**src/rtl/key_param_ctrl_pkg.sv**
```systemverilog
// Shared definitions for the key-driven pipeline configuration block and the
// pipeline's threshold stage: mode encodings, key indices, threshold limits.
package key_param_ctrl_pkg;

   // Processing modes of the edge-detection pipeline
   typedef enum logic [1:0] {
      MODE_GRAY  = 2'd0,
      MODE_SOBEL = 2'd1,
      MODE_BIN   = 2'd2
   } mode_e;

   // Bit positions of the debounced key pulses
   localparam int KEY_MODE = 0;
   localparam int KEY_UP   = 1;
   localparam int KEY_DN   = 2;
   localparam int KEY_RST  = 3;

   // Binarisation threshold defaults, shared with the threshold stage
   localparam int TH_DEF  = 100;
   localparam int TH_STEP = 5;
   localparam int TH_MIN  = 10;
   localparam int TH_MAX  = 250;

   // The single key event acted upon in a cycle after priority resolution
   typedef enum logic [2:0] {
      EVT_NONE,
      EVT_RST,
      EVT_MODE,
      EVT_UP,
      EVT_DN
   } key_evt_e;

endpackage

```
**src/rtl/key_param_ctrl.sv**
```systemverilog
// Turns debounced key pulses into the pipeline's run-time mode and threshold.
// Keys edit shadow registers at once; the shadow is copied to the active
// outputs only on frame_start, so a frame never sees mixed settings.
module key_param_ctrl #(
   parameter int KEY_W    = 4,
   parameter int TH_W     = 8,
   parameter int TH_DEF   = key_param_ctrl_pkg::TH_DEF,
   parameter int TH_STEP  = key_param_ctrl_pkg::TH_STEP,
   parameter int TH_MIN   = key_param_ctrl_pkg::TH_MIN,
   parameter int TH_MAX   = key_param_ctrl_pkg::TH_MAX,
   parameter int MODE_NUM = 3
) (
   input  logic            clk,
   input  logic            rst_n,
   input  logic [KEY_W-1:0] key_vld,
   input  logic            frame_start,
   output logic [1:0]      mode,
   output logic [TH_W-1:0] thresh,
   output logic            cfg_updt,
   output logic            pend
);
   import key_param_ctrl_pkg::*;

   // Threshold constants at the widths the arithmetic uses; the extra bit
   // lets the up-step sum exceed TH_MAX without wrapping.
   localparam logic [TH_W:0]   TH_STEP_X = (TH_W+1)'(TH_STEP);
   localparam logic [TH_W:0]   TH_MIN_X  = (TH_W+1)'(TH_MIN);
   localparam logic [TH_W:0]   TH_MAX_X  = (TH_W+1)'(TH_MAX);
   localparam logic [TH_W-1:0] TH_DEF_V  = TH_W'(TH_DEF);
   localparam logic [TH_W-1:0] TH_STEP_V = TH_W'(TH_STEP);
   localparam logic [TH_W-1:0] TH_MIN_V  = TH_W'(TH_MIN);
   localparam logic [TH_W-1:0] TH_MAX_V  = TH_W'(TH_MAX);
   localparam logic [1:0]      MODE_LAST = 2'(MODE_NUM - 1);

   logic [1:0]      sh_mode, sh_mode_n, mode_n, mode_inc;
   logic [TH_W-1:0] sh_th, sh_th_n, thresh_n, th_up, th_dn;
   logic [TH_W:0]   th_up_sum;
   logic            commit;
   key_evt_e        evt;

   // Pick one key event per cycle: restore > mode > up > down
   always_comb begin
      // NOTE: every always_comb output gets a default first so no path leaves it unassigned (no latch).
      evt = EVT_NONE;
      if (key_vld[KEY_RST])       evt = EVT_RST;
      else if (key_vld[KEY_MODE]) evt = EVT_MODE;
      else if (key_vld[KEY_UP])   evt = EVT_UP;
      else if (key_vld[KEY_DN])   evt = EVT_DN;
   end

   // Candidate shadow values: saturating threshold steps and wrapping mode
   always_comb begin
      th_up_sum = {1'b0, sh_th} + TH_STEP_X;
      th_up     = (th_up_sum > TH_MAX_X) ? TH_MAX_V : th_up_sum[TH_W-1:0];
      th_dn     = ({1'b0, sh_th} < (TH_MIN_X + TH_STEP_X)) ? TH_MIN_V : (sh_th - TH_STEP_V);
      mode_inc  = (sh_mode >= MODE_LAST) ? 2'(MODE_GRAY) : (sh_mode + 2'd1);
   end

   // Next shadow and active values; commit copies the pre-edge shadow
   always_comb begin
      sh_mode_n = sh_mode;
      sh_th_n   = sh_th;
      case (evt)
         EVT_RST: begin
            sh_mode_n = 2'(MODE_GRAY);
            sh_th_n   = TH_DEF_V;
         end
         EVT_MODE: sh_mode_n = mode_inc;
         EVT_UP:   sh_th_n   = th_up;
         EVT_DN:   sh_th_n   = th_dn;
         default: ;
      endcase
      commit   = frame_start & pend;
      mode_n   = commit ? sh_mode : mode;
      thresh_n = commit ? sh_th   : thresh;
   end

   // Shadow, active, pending flag and update pulse registers
   always_ff @(posedge clk or negedge rst_n) begin
      // NOTE: sequential state uses non-blocking assignments so all registers update from pre-edge values.
      if (!rst_n) begin
         sh_mode  <= 2'(MODE_GRAY);
         sh_th    <= TH_DEF_V;
         mode     <= 2'(MODE_GRAY);
         thresh   <= TH_DEF_V;
         pend     <= 1'b0;
         cfg_updt <= 1'b0;
      end else begin
         sh_mode  <= sh_mode_n;
         sh_th    <= sh_th_n;
         mode     <= mode_n;
         thresh   <= thresh_n;
         pend     <= (sh_mode_n != mode_n) || (sh_th_n != thresh_n);
         cfg_updt <= commit;
      end
   end

endmodule

```
**config.mk**
```make
export PLATFORM = sky130hd
export DESIGN_NAME = key_param_ctrl
export DESIGN_NICKNAME = d
export VERILOG_FILES = /design/src/rtl/key_param_ctrl_pkg.sv /design/src/rtl/key_param_ctrl.sv
export SDC_FILE = /design/constraint.sdc
export NUM_CORES = 1
export LEC_CHECK = 0
export BUFFER_PORTS_ARGS = -buffer_cell sky130_fd_sc_hd__clkbuf_2
export CAP_MARGIN = 20
export CORE_ASPECT_RATIO = 1.4
export CORE_MARGIN = 5
export CORE_UTILIZATION = 50
export CTS_BUF_LIST = sky130_fd_sc_hd__clkbuf_16
export DETAILED_ROUTE_END_ITERATION = 8
export GPL_ROUTABILITY_DRIVEN = 0
export PLACE_DENSITY_LB_ADDON = 0.2
export SYNTH_ARGS = -nofsm -noshare
export SYNTH_HDL_FRONTEND = slang
export SYNTH_SLANG_ARGS = --single-unit
```
**constraint.sdc**
```tcl
create_clock -name clk -period 4.8 [get_ports clk]
set_input_delay 0.48 -clock clk [delete_from_list [all_inputs] [get_ports clk]]
set_output_delay 0.48 -clock clk [all_outputs]
set_load 0.02 [all_outputs]
```
# Word level (Yosys, flattened, before mapping)
# Index checks and enable logic that the tools add are counted.
[totals]
ff_bits = 22
out_inout_bits = 12
word_cells = 31
input_bits = 7
[classes]
n_eq_ne = 6
bitwise_logic = 1
magnitude_cmp = 3
n_addsub = 3
n_reduce_logical = 1
muxes = 11
[ops]
columns = ["operator", "n"]
rows = [
  ["$mux W8", 3],
  ["$pmux W8 S3", 1],
  ["$mux W3", 4],
  ["$add A8 B3 Y9 const B", 1],
  ["$gt A9 B8 Y1 const B", 1],
  ["$lt A8 B4 Y1 const B", 1],
  ["$ne A8 B8 Y1", 1],
  ["$sub A8 B3 Y8 const B", 1],
  ["$eq A3 B2 Y1 const B", 2],
  ["$mux W2", 2],
  ["$pmux W2 S2", 1],
  ["$eq A3 B1 Y1 const B", 1],
  ["$eq A3 B3 Y1 const B", 1],
  ["$add A2 B1 Y2 const B", 1],
  ["$ge A2 B2 Y1 const B", 1],
  ["$ne A2 B2 Y1", 1],
  ["$and A1 B1 Y1", 1],
  ["$logic_or A1 B1 Y1", 1],
]

# Longest topological paths before layout
[logic_depth]
depth_word = 8
mapped_depth = 10
mapped_depth_nobuf = 9

# Least setup slack after synthesis
# No wires, ideal clock.
[synth_path]
path_type = "flip-flop to flip-flop"
start = "register sh_th[0]"
end = "register pend"
t_arrival_ns = 2.625
path_stages_with_launch = 11
t_required_ns = 4.662
n_path_buf = 1
slack_ns = 2.036
setup_ns = 0.138
synth_period_minus_slack_ns = 2.764
path_cell_list = "dfrtp_1 -> clkbuf_1 -> inv_1 -> ha_1 -> nand2b_1 -> a31o_1 -> a2111oi_4 -> a211o_1 -> a21oi_1 -> or3b_1 -> or4_1"
[synth_between]
elab_chain_cells = 6
word_cells_on_any_way = 10
classes_between = "add/sub: 2; order compare: 2; eq/ne: 1; mux: 4; reduce/logical: 1"
[synth_lines]
columns = ["element", "line", "rtl"]
rows = [
  ["start: declaration", "key_param_ctrl.sv:36", "logic [TH_W-1:0] sh_th, sh_th_n, thresh_n, th_up, th_dn;"],
  ["start signal: assignment", "key_param_ctrl.sv:90", "sh_th <= sh_th_n;"],
  ["$add A8 B3 Y9", "key_param_ctrl.sv:53", "th_up_sum = {1'b0, sh_th} + TH_STEP_X;"],
  ["$gt A9 B8 Y1", "key_param_ctrl.sv:54", "th_up = (th_up_sum > TH_MAX_X) ? TH_MAX_V : th_up_sum[TH_W-1:0];"],
  ["$mux W8", "key_param_ctrl.sv:54", ""],
  ["$pmux W8 S3", "key_param_ctrl.sv:63", "case (evt)"],
  ["$ne A8 B8 Y1 *", "key_param_ctrl.sv:93", "pend <= (sh_mode_n != mode_n) || (sh_th_n != thresh_n);"],
  ["$logic_or A1 B1 Y1 *", "key_param_ctrl.sv:93", ""],
  ["end signal: assignment", "key_param_ctrl.sv:93", ""],
  ["end: declaration", "key_param_ctrl.sv:20", "output logic pend"],
]
# Mark *: on every way between the ends. The rest lies on a longest branch, timed or not.

# Final worst setup path
[layout_path]
start = "register sh_th[0]"
end = "register pend"
[layout_between]
elab_chain_cells = 6
word_cells_on_any_way = 10
classes_between = "add/sub: 2; order compare: 2; eq/ne: 1; mux: 4; reduce/logical: 1"
[layout_lines]
columns = ["element", "line"]
rows = [
  ["$add A8 B3 Y9", "key_param_ctrl.sv:53"],
  ["$gt A9 B8 Y1", "key_param_ctrl.sv:54"],
  ["$mux W8", "key_param_ctrl.sv:54"],
  ["$pmux W8 S3 *", "key_param_ctrl.sv:63"],
  ["named net sh_th_n[6]", "key_param_ctrl.sv:36"],
  ["$ne A8 B8 Y1 *", "key_param_ctrl.sv:93"],
  ["$logic_or A1 B1 Y1 *", "key_param_ctrl.sv:93"],
]
# The timed path passes the listed nets; every way through them passes the cells marked *.

==> metrics.md <==
| Metric | Value |
|---|---|
| Critical path class | `reg -> reg` |
| Average via count per standard cell | `6.70` |
| Initial antenna violation count | `0` |
| Buffer count from post-CTS setup fixing | `0` |
| Number of storage elements in the synthesis netlist | `22` |
| Die H | `79.0 µm` |
| IO buf count | `18` |
| X dimension of the die | `slightly below 60 µm` |
| Number of vias after detailed routing | `1,627` |
| Initial detailed-routing violation count | `between 100 and 150` |
| Vias in the first global route | `1,538` |
| DP HPWL | `3500 µm` |
| Simple logic cell fraction of the synthesized area | `23.4%` |
| Worst-Margin Slew | `718 ps` |
| Data required time of the worst path | `around 4900 ps` |
| Data arrival, critical path | `3320 ps` |
| Non-filler instance count after layout | `243` |
| Clock slew at the register clock pins of the worst setup and hold paths | `60 ps` |
| Post-Synth XOR/XNOR Area | `3.09%` |
| Worst r2r path cells | `8` |
| Fraction of layout cells with a size suffix above 1 | `22.2%` |
| Commonest cells after routing, fill and taps aside | `sky130_fd_sc_hd__clkbuf_2, sky130_fd_sc_hd__nor2_1, sky130_fd_sc_hd__nand2_1, sky130_fd_sc_hd__dfrtp_1, sky130_fd_sc_hd__o21ai_0` |
| Fraction of power consumed by the clock network | `33.0%` |
| Cell count after synthesis | `192` |
| H-tree levels | `1` |
| Wire length of the first global-routing pass | `approximately 7700 µm` |
| R2r startpoint | `sh_th[0]` |
| Clock Path Buffers | `2` |
| Worst Hold Slack | `202 ps` |
| Clock latency at the later pin of the worst-skew pair | `between 200 and 300 ps` |
| Synthesized cell area | `1700 µm²` |
| Count of hold buffers inserted by post-cts repair | `0` |
| Number of placed I/O pins | `19` |
| Endpoints failing setup | `0` |
| Placement Cell Area | `1790 µm²` |
| Clock Sinks | `22` |
| Switching share of total power | `34.9%` |
| Remaining antenna violation count | `0` |
| Final Hold Violating Endpoints | `0` |
| Average cell area after synthesis | `8.86 µm²` |
| Pin count of the biggest net entering global routing | `23` |
| Type of the most critical hold path | `in -> async` |
| Library cell used as clock root buffer | `sky130_fd_sc_hd__clkbuf_16` |
| Total die area | `4690 µm²` |
| Seq/Total Area, Yosys | `32.8%` |
| Crit path capture type | `flip-flop` |
| Total instance count after detailed placement | `239` |
| Effective utilization at floorplan | `50.8%` |
| Sum of overflow across all layers after global routing | `0` |
| Cell row count | `25` |
| Async SR Flop Fraction | `100%` |
| Run status | `finished, final reports clean` |
| Setup slack of the worst register-to-register path | `1600 ps` |
| Fraction of the mapped netlist area in compound gates | `27.0%` |
| Number of flops mapped to enable cells by yosys | `0` |
| Worst R2R End | `pend` |
| Crit share post-route | `66.7%` |
| Number of cells upsized or downsized after cts | `0` |
| CTS tree | `done` |
| Final Max Tran Viols | `0` |
| Sequential share of power | `36.9%` |
| Portion of netlist area occupied by mux cells | `~6.3%` |
| Drt pass-1 iters | `5` |
| Critical path peak fanout | `13` |
| Adder-cell share of the synthesized area | `2.21%` |
| TritonCTS Buffers | `3` |
| Placeable Area | `3350 µm²` |
| Syn. warnings | `0` |
| Count of different cell masters after synthesis | `62` |
| Min Tclk post-route | `3200 ps` |
| LEAKAGE | `0.762 nW` |
| Setup TNS | `0 ps` |
| Primary FF master, synth | `sky130_fd_sc_hd__dfrtp_1` |
| Maximum ir drop on the vdd rail | `about 0.37 mV` |
| Total detailed-routing wirelength | `4640 µm` |
| DRC errors left | `0` |
| Area growth syn-to-layout | `11.2%` |
| Nets@finish | `214` |
| Layout Skew | `1.77 ps` |
| Ratio of total power to cell area | `375 nW/µm²` |
| GRT Total Usage | `21.3%` |
| Cell-internal power | `462 µW` |
| Top achievable clock speed | `between 0.3 and 0.4 GHz` |
| Post-Syn Nets | `202` |
| RSZ-0062 raised after global routing | `no` |
| Final Instance Area | `1890 µm²` |
| N_diodes | `0` |
| Relative contribution of combinational cells to total power | `30.1%` |
| Kind of start point of the critical path | `flip-flop` |
| Average detailed-routed wire length per instance | `19.1 µm` |
| Worst slew slack as a fraction of its limit | `52.0%` |
| Count of maximum capacitance violations | `0` |
| Combinational family with the most area after synthesis | `compound AO/OA/AOI/OAI gates` |
| Most common cell after layout, fill and taps aside | `sky130_fd_sc_hd__clkbuf_2` |
| Switching power summed over all nets | `248 µW` |
## cells by family (layout without fill, tap and decap cells)
family	Yosys count	count (layout)
simple gates	70	70
buf+inv	20	31
mux	10	10
compound gates	61	61
flops	22	22
fa+ha+maj	3	3
xor+xnor	6	6
## worst max path at each step
stage                  start  cells past startpoint    to  slack (ps)
global placement    sh_th[0]                      7  pend        1830
finish              sh_th[0]                      8  pend        1600
CTS                 sh_th[0]                      8  pend        1700
global route        sh_th[0]                      8  pend        1410
floorplan           sh_th[0]                     10  pend        2040
detailed placement  sh_th[0]                      7  pend        1720
## cell type report
type,instances,area (µm²)
Timing Repair Buffer,18,90.1
Multi-Input combinational cell,150,1050
Tap cell,40,50.0
Clock inverter,1,30.0
Sequential cell,22,558
Inverter,9,33.8
Fill cell,302,1460
Clock buffer,3,75.1
## Yosys cell counts, types with 2 or more instances
cell type	count	area share, %
sky130_fd_sc_hd__ha_1	3	2.2
sky130_fd_sc_hd__nand2_1	16	3.5
sky130_fd_sc_hd__a22o_1	2	1.0
sky130_fd_sc_hd__buf_2	5	1.5
sky130_fd_sc_hd__xor2_1	2	1.0
sky130_fd_sc_hd__a221oi_1	2	1.0
sky130_fd_sc_hd__a21oi_2	2	1.0
sky130_fd_sc_hd__nor3_1	5	1.5
sky130_fd_sc_hd__a32oi_1	2	1.0
sky130_fd_sc_hd__a21boi_0	3	1.3
sky130_fd_sc_hd__inv_1	9	2.0
sky130_fd_sc_hd__o21ai_0	14	4.1
sky130_fd_sc_hd__dfrtp_1	16	24
sky130_fd_sc_hd__dfstp_2	6	9.3
sky130_fd_sc_hd__a21oi_1	8	2.4
sky130_fd_sc_hd__and3_1	2	0.74
sky130_fd_sc_hd__nor2_1	16	3.5
sky130_fd_sc_hd__nand2b_1	5	1.8
sky130_fd_sc_hd__nand3_1	8	2.4
sky130_fd_sc_hd__a41oi_1	2	1.0
sky130_fd_sc_hd__a211o_1	2	1.0
sky130_fd_sc_hd__or4_1	2	0.88
sky130_fd_sc_hd__xnor2_1	4	2.1
sky130_fd_sc_hd__o221ai_1	2	1.0
sky130_fd_sc_hd__a31oi_1	2	0.74
sky130_fd_sc_hd__or3b_1	2	1.0
sky130_fd_sc_hd__o21a_1	2	0.88
sky130_fd_sc_hd__mux2i_1	4	2.4
sky130_fd_sc_hd__mux2_2	6	4.0
sky130_fd_sc_hd__clkbuf_1	4	0.88
sky130_fd_sc_hd__a211oi_1	2	0.88
sky130_fd_sc_hd__nor2b_1	2	0.74
## through the flow
step | setup WS (ps) | util (%) | power, mW
3_3_place_gp | 1830 | 53.4 | 0.468
6_report | 1600 | 56.5 | 0.709
4_1_cts | 1700 | 56.5 | 0.708
5_1_grt | 1410 | 56.5 | 0.744
3_5_place_dp | 1720 | 53.4 | 0.475
2_1_floorplan | 2040 | - | 0.411
## layer usage
layer  vias to the layer above  GRT usage, %  part of all wire, %
li1                        743             -                    -
met1                       779          25.9                   38
met2                        93          37.0                   52
met3                        12          2.93                  7.5
met4                         0          7.94                  2.9
met5                         -             0                    0
## flip-flops by register name, summed over array words and instances (netlist names)
register and count:
cfg_updt 1, sh_mode 2, pend 1, thresh 8
mode 2, sh_th 8
## power by group through the flow
stage	Clock, mW	Combinational, mW	Sequential (mW)
2_1_floorplan	0	0.154	0.256
3_3_place_gp	0	0.207	0.261
3_5_place_dp	0	0.211	0.264
4_1_cts	0.235	0.213	0.261
5_1_grt	0.244	0.234	0.266
6_report	0.234	0.213	0.262
## worst max-delay path, cell delays in order, from the launching register on
cell and delay (ps):
sky130_fd_sc_hd__dfrtp_1 560, sky130_fd_sc_hd__ha_1 510, sky130_fd_sc_hd__nand3_1 250, sky130_fd_sc_hd__a21oi_2 280, sky130_fd_sc_hd__o21ai_0 110, sky130_fd_sc_hd__a221oi_1 400, sky130_fd_sc_hd__xor2_1 150, sky130_fd_sc_hd__or3b_1 390
sky130_fd_sc_hd__or4_1 410
No activity file was read; power rests on OpenSTA's default activity.
